--- src/rtl/cache_pkg.sv ---
// cache_pkg
// Shared types and widths for the memory-stage cache controller.
//   state_t : controller FSM states (IDLE, RD_MISS, WR_THRU)
//   TAG_W, INDEX_W : field widths of the cache word address
//   CADDR_W : cache word address width {tag, index, offset}
//   LINE_W  : width of one cache line (two 32-bit words)
package cache_pkg;

  typedef enum logic [1:0] {
    IDLE,
    RD_MISS,
    WR_THRU
  } state_t;

  localparam int TAG_W   = 10;
  localparam int INDEX_W = 6;
  localparam int CADDR_W = TAG_W + INDEX_W + 1;
  localparam int LINE_W  = 64;

endpackage

--- src/rtl/cache_controller.sv ---
// cache_controller
// Memory-stage controller between the pipeline MEM stage, a 2-way data cache
// and the SRAM controller. Read-allocate, write-through, no-write-allocate;
// a store invalidates any cached copy of its line.
// Ports:
//   clk, rst (async, active-low)
//   Pipeline : mem_r_en, mem_w_en, address, wdata -> rdata, ready
//   Cache    : cache_address, cache_read_en, cache_write_en, invalid,
//              cache_write_data  <- hit, cache_read_data
//   SRAM     : sram_r_en, sram_w_en, sram_address, sram_wdata
//              <- sram_rdata, sram_ready
module cache_controller
  import cache_pkg::*;
#(
  parameter logic [31:0] ADDR_BASE = 32'd1024
) (
  input  logic                clk,
  input  logic                rst,
  input  logic                mem_r_en,
  input  logic                mem_w_en,
  input  logic [31:0]         address,
  input  logic [31:0]         wdata,
  output logic [31:0]         rdata,
  output logic                ready,
  output logic [CADDR_W-1:0]  cache_address,
  output logic                cache_read_en,
  output logic                cache_write_en,
  output logic                invalid,
  output logic [LINE_W-1:0]   cache_write_data,
  input  logic                hit,
  input  logic [31:0]         cache_read_data,
  output logic                sram_r_en,
  output logic                sram_w_en,
  output logic [31:0]         sram_address,
  output logic [31:0]         sram_wdata,
  input  logic [LINE_W-1:0]   sram_rdata,
  input  logic                sram_ready
);

  logic [31:0] w_eff;
  state_t      r_state;
  logic [31:0] r_eff;
  logic [31:0] r_wdata;

  assign w_eff = address - ADDR_BASE;

  // State and request register. A store takes priority over a load issued in
  // the same cycle. Only a read miss or a store leaves IDLE; the latched copy
  // drives every output afterwards so the pipeline may change its inputs.
  always_ff @(posedge clk or negedge rst) begin
    if (!rst) begin
      r_state <= IDLE;
      r_eff   <= '0;
      r_wdata <= '0;
    end else begin
      case (r_state)
        IDLE: begin
          if (mem_w_en) begin
            r_state <= WR_THRU;
            r_eff   <= w_eff;
            r_wdata <= wdata;
          end else if (mem_r_en && !hit) begin
            r_state <= RD_MISS;
            r_eff   <= w_eff;
          end
        end
        RD_MISS: if (sram_ready) r_state <= IDLE;
        WR_THRU: if (sram_ready) r_state <= IDLE;
        default: r_state <= IDLE;
      endcase
    end
  end

  // Outputs are combinational so a read hit completes with zero stall. They
  // are forced to their idle values while reset is held, which also drops any
  // SRAM strobe the instant reset is asserted. Address outputs read zero when
  // nothing is being requested.
  always_comb begin
    rdata            = '0;
    ready            = 1'b1;
    cache_address    = '0;
    cache_read_en    = 1'b0;
    cache_write_en   = 1'b0;
    invalid          = 1'b0;
    cache_write_data = '0;
    sram_r_en        = 1'b0;
    sram_w_en        = 1'b0;
    sram_address     = '0;
    sram_wdata       = '0;
    if (rst) begin
      case (r_state)
        IDLE: begin
          if (mem_w_en) begin
            invalid       = 1'b1;
            cache_address = w_eff[18:2];
            ready         = 1'b0;
          end else if (mem_r_en) begin
            cache_read_en = 1'b1;
            cache_address = w_eff[18:2];
            if (hit) rdata = cache_read_data;
            else     ready = 1'b0;
          end
        end
        RD_MISS: begin
          sram_r_en     = 1'b1;
          sram_address  = {r_eff[31:3], 3'b000};
          cache_address = r_eff[18:2];
          ready         = 1'b0;
          if (sram_ready) begin
            cache_read_en    = 1'b1;
            cache_write_en   = 1'b1;
            cache_write_data = sram_rdata;
            rdata            = r_eff[2] ? sram_rdata[63:32] : sram_rdata[31:0];
            ready            = 1'b1;
          end
        end
        WR_THRU: begin
          sram_w_en     = 1'b1;
          sram_address  = r_eff;
          sram_wdata    = r_wdata;
          cache_address = r_eff[18:2];
          ready         = sram_ready;
        end
        default: ready = 1'b1;
      endcase
    end
  end

endmodule

--- config.mk ---
export PLATFORM = sky130hd
export DESIGN_NAME = cache_controller
export DESIGN_NICKNAME = d
export VERILOG_FILES = /design/src/rtl/cache_pkg.sv /design/src/rtl/cache_controller.sv
export SDC_FILE = /design/constraint.sdc
export NUM_CORES = 1
export LEC_CHECK = 0
export BUFFER_PORTS_ARGS = -buffer_cell sky130_fd_sc_hd__buf_2
export CAP_MARGIN = 0
export CORE_ASPECT_RATIO = 0.5
export CORE_MARGIN = 2
export CORE_UTILIZATION = 35
export DETAILED_ROUTE_END_ITERATION = 6
export PLACE_DENSITY_LB_ADDON = 0.2
export SETUP_SLACK_MARGIN = 0.5
export SLEW_MARGIN = 20
export SYNTH_ARGS = -nofsm -noshare
export SYNTH_HDL_FRONTEND = slang
export SYNTH_SLANG_ARGS = --single-unit
export TNS_END_PERCENT = 5
--- constraint.sdc ---
create_clock -name clk -period 3.6 [get_ports clk]
set_clock_uncertainty 0.05 [all_clocks]
set_input_delay 0.72 -clock clk [delete_from_list [all_inputs] [get_ports clk]]
set_output_delay 0.72 -clock clk [all_outputs]
set_load 0.005 [all_outputs]
* Yosys cells after proc, flatten, opt, wreduce, memory -nomap -nowiden
Index checks and enable logic that the tools add are counted.
Operators by class: add/subtract/negate cells 1, equal/unequal tests 4, multiplexer cells 43, reductions and logical operators 8
Operator list (number):
- two-way mux 32 bit | 11
- two-way mux 64 bit | 3
- case mux 32 bit (2 select lines) | 2
- two-way mux 17 bit | 3
- case mux 17 bit (2 select lines) | 1
- subtractor 32 x 11 -> 32 bit, second input constant | 1
- two-way mux 1 bit | 17
- two-way mux 2 bit | 3
- AND reduction 2 bit | 3
- case mux 2 bit (2 select lines) | 1
- inequality test 3 bit, second input constant | 1
- case mux 1 bit (3 select lines) | 1
- == test 2 x 1 -> 1 bit, second input constant | 1
- == test 2 bit, second input constant | 1
- logical NOT 2 bit | 1
- inequality test 2 x 1 -> 1 bit, second input constant | 1
- case mux 1 bit (2 select lines) | 1
- nonzero test 2 bit | 1
- OR reduction 2 bit | 1
- logical AND 1 bit | 1
- logical NOT 1 bit | 1
Storage, ports and cells: register bits after elaboration 66

* Depth between registers and ports, before layout
depth in word-level cells 5, mapped depth 7

* Worst setup path before layout
OpenSTA, ideal clock, no wires.
path type input to output, from input address[10], to output cache_address[16], arrival time 2.076 ns, data required time 2.830 ns, path slack 0.754 ns, stages on the path 6, path buffers 0, cell sequence inv_1 ha_1 or4b_4 nor4_1 xnor2_1 o22ai_1
Between the ends: cells in the longest elaborated chain, start to end 5
RTL lines:
- start: declaration | RTL line cache_controller.sv:21 | input logic [31:0] address,
- subtractor 32 x 11 -> 32 bit (*) | RTL line cache_controller.sv:45 | assign w_eff = address - ADDR_BASE;
- two-way mux 17 bit | RTL line cache_controller.sv:97 | end else if (mem_r_en) begin
- two-way mux 17 bit (*) | RTL line cache_controller.sv:93 | if (mem_w_en) begin
- case mux 17 bit (2 select lines) (*) | RTL line cache_controller.sv:91 | case (r_state)
- two-way mux 17 bit (*) | RTL line cache_controller.sv:90 | if (rst) begin
- end: declaration | RTL line cache_controller.sv:25 | output logic [CADDR_W-1:0] cache_address,
Every way passes the cells marked *; elsewhere a longest branch is shown, timed or not.

* Final worst setup path
Ends and elaborated chain as after synthesis.

==> flow_metrics.py <==
metrics = {
    "status": {
        "status": "finished, final reports clean",
    },
    "place": {
        "placed_cells": 1071,
        "dp_slack_ns": 0.310,
        "gp_congestion": 0.879,
        "dp_hpwl_mm": 13.9,
        "dpl_cell_area_um2": 6790,
        "port_buffers": 348,
    },
    "worst_setup_path": {
        "cpPeakStageDelay_ns": 0.52,
        "cp_cell_sequence": "buf_2 -> inv_1 -> ha_1 -> or4b_4 -> nor4_4 -> xnor2_1 -> o22ai_1 -> buf_2",
        "reg2reg_from": "r_state[1]",
        "criticalPathCategory": "in -> out",
        "worst-path-buf-inv": 3,
        "rr_worst_depth": 7,
        "cp_data_arrival_time_ns": 2.30,
        "cp.required_ns": 2.83,
        "crit_path_end_kind": "output port",
        "cpMostUsedCell": "buf_2",
        "crit_path_start_kind": "primary input",
        "rrSetupSlack_ns": 1.41,
        "cp.depth": 8,
        "critPathTopFamily": "simple AND/OR/NAND/NOR gates",
        "crit_fanout": 5,
        "cpMaxStageDelayCell": "or4b_4",
        "r2r-end": "r_eff[20]",
    },
    "drt": {
        "wl_met1_mm": 7.72,
        "wl_met2_mm": 8.68,
        "via_per_inst": 4.96,
        "met3_length_mm": 1.03,
        "drtPass1Iterations": 5,
        "wl_per_cell_um": 16.3,
        "ant_nets": 0,
        "drt-initial-drc-count": 289,
        "routed_wl_mm": 17.7,
        "vias": 5397,
        "drc_errors": 0,
        "top_layer": "met4",
    },
    "yosys": {
        "async_reset_ff_frac": 1.00,
        "synth_enable_flop_cells": 0,
        "synthAdderAreaFrac": 0.0130,
        "synth_area_um2": 4830,
        "ys_seq_elements": 66,
        "synth_compound_area_frac": 0.0940,
        "synth_top_family_by_area": "simple AND/OR/NAND/NOR gates",
        "syn_inst": 577,
        "yosysTopAreaCellShare": 0.342,
        "synthSimpleGateAreaFrac": 0.307,
        "syn_avg_cell_area_um2": 8.37,
        "synth_cell_type_count": 38,
        "synth.area.mux_share": 0.171,
        "synth-main-ff-cell": "dfrtp_1",
        "syn_nets": 748,
        "synth.area.top_cells": "dfrtp_1 (34%), and2_1 (12%), mux2_2 (10%)",
        "synth_top_area_cell": "dfrtp_1",
        "synthXorXnorAreaFrac": 0.0344,
        "synth_warnings": 0,
        "yosysSeqAreaShare": 0.342,
    },
    "sta": {
        "rsz0062_at_grt": "yes",
        "timing.final.crit_share": 0.854,
        "period_minus_slack_ns": 3.07,
        "fin_tns_setup_ns": 0,
        "setup_viol": 0,
        "fin_hold_ws_ns": 0.188,
        "max-slew-margin-rel": 0.455,
        "tightest_slew_ns": 0.815,
        "drv_slew": 0,
        "final.setup.worst_slack_ns": 0.526,
        "finalHoldViolations": 0,
        "fmax_mhz": 325,
    },
    "global_route": {
        "gr-usage-all-layers": 0.228,
        "antenna_found_initial": 0,
        "grt_first_pass_wirelength_mm": 26.4,
        "grt_pass1_vias": 4883,
        "grt_overflow": 0,
        "grt_max_degree": 56,
    },
    "die": {
        "start_util": 0.357,
        "core_um2": 13500,
        "fp.dieArea_um2": 14800,
        "io_pins": 349,
        "die_w_um": 170,
        "core.rowCount": 30,
        "fp.dieH_um": 87.1,
    },
    "pwr": {
        "power_frac_comb": 0.461,
        "swShare": 0.374,
        "p_clk_frac": 0.205,
        "cellInternalPower_mw": 2.51,
        "p_sw_mw": 1.50,
        "vdd_ir_drop_max_mv": 0.321,
        "power_mw": 4.01,
        "leakage_nw": 4.00,
        "power_frac_seq": 0.334,
        "power_density_nw_per_um2": 565,
    },
    "cts": {
        "cts-buffers-inserted": 9,
        "clock_sinks": 66,
        "cts_tree": "yes",
        "cts-root-buf": "clkbuf_16",
        "clockBufferDepth": 2,
        "clkLatencyLatePin_ns": 0.33,
        "h-tree-depth": 3,
        "hold_buffers": 0,
        "clk_pin_slew_ns": 0.05,
        "cts_setup_buffers": 0,
    },
    "layout": {
        "area_growth_pct": 46.9,
        "design_area_um2": 7090,
        "post-route-util": 0.525,
        "layoutNonFillerInstCount": 1088,
        "drive_gt1_frac": 0.480,
        "nets": 1077,
    },
    "run": {
        "cap_violations": 0,
    },
    "min_path": {
        "min-delay-path-class": "in -> async",
    },
}
[power groups by stage]
stage	registers (mW)	logic, mW	clock network [mW]
3_3_place_gp	1.32	1.83	0
2_1_floorplan	1.25	1.23	0
4_1_cts	1.34	1.86	0.839
5_1_grt	1.39	2.05	0.874
6_report	1.34	1.85	0.820
3_5_place_dp	1.35	1.86	0
[kinds of logic after synthesis]
logic type      Yosys count
fa+ha+maj                 5
simple gates            280
flops                    66
compound gates           81
buf+inv                  49
xor+xnor                 19
mux                      77
[worst max path at each step]
stage                     start           endpoint  slack, ns
finish              address[10]  cache_address[16]       0.53
global route        address[10]  cache_address[16]       0.41
CTS                 address[10]  cache_address[16]       0.52
detailed placement  address[10]  cache_address[16]       0.31
global placement    address[10]  cache_address[16]       0.38
floorplan           address[10]  cache_address[16]       0.75
[metal layers]
layer	GRT usage	vias up
met5	0	-
met4	0.0583	0
met3	0.0509	22
met2	0.389	172
met1	0.296	2590
li1	-	2613
[cell type report]
| type | count | area, um2 |
|---|---|---|
| fill | 1366 | 6420 |
| multi-input combinational | 462 | 3030 |
| timing repair buffer | 362 | 1890 |
| sequential | 66 | 1650 |
| clock buffer | 12 | 256 |
| tap | 176 | 220 |
| clock inverter | 4 | 26.3 |
| inverter | 5 | 18.8 |
| antenna | 1 | 2.50 |
[cell usage after synthesis, types with 2 or more instances]
library cell	count
clkbuf_1	37
mux2i_1	32
o21ai_0	22
buf_1	5
inv_1	5
xnor2_1	12
or4_4	2
nand2_1	35
nor3_1	3
o21ai_1	2
dfrtp_1	66
mux2_2	45
nand2b_1	4
o22ai_1	3
a22oi_1	11
buf_2	2
nor4_1	6
and2_1	95
and3_1	37
xor2_1	7
ha_1	5
a21oi_1	38
nor2_1	88
[cells in the final DEF, fill, tap and decap left out, types with 9 or more instances in the layout]
| master | instances |
|---|---|
| dfrtp_1 | 65 |
| and3_1 | 36 |
| nor2_1 | 87 |
| o21ai_0 | 22 |
| buf_4 | 12 |
| buf_2 | 347 |
| a22oi_1 | 11 |
| a21oi_1 | 38 |
| nand2_1 | 34 |
| and2_1 | 95 |
| mux2i_1 | 32 |
| mux2_2 | 45 |
| clkbuf_16 | 9 |
| xnor2_1 | 12 |
[flip-flops by register name, indices dropped and copies added, names as in the netlist]
name,count
r_eff,32
r_wdata,32
r_state,2
[timing repair]
action	in CTS	in global routing
cloned	0	0
gates resized for setup	2	2
endpoints found under the hold margin	0	0
setup endpoints to repair	1	24
pin swaps	0	0
Power figures use the tool's default switching activity.
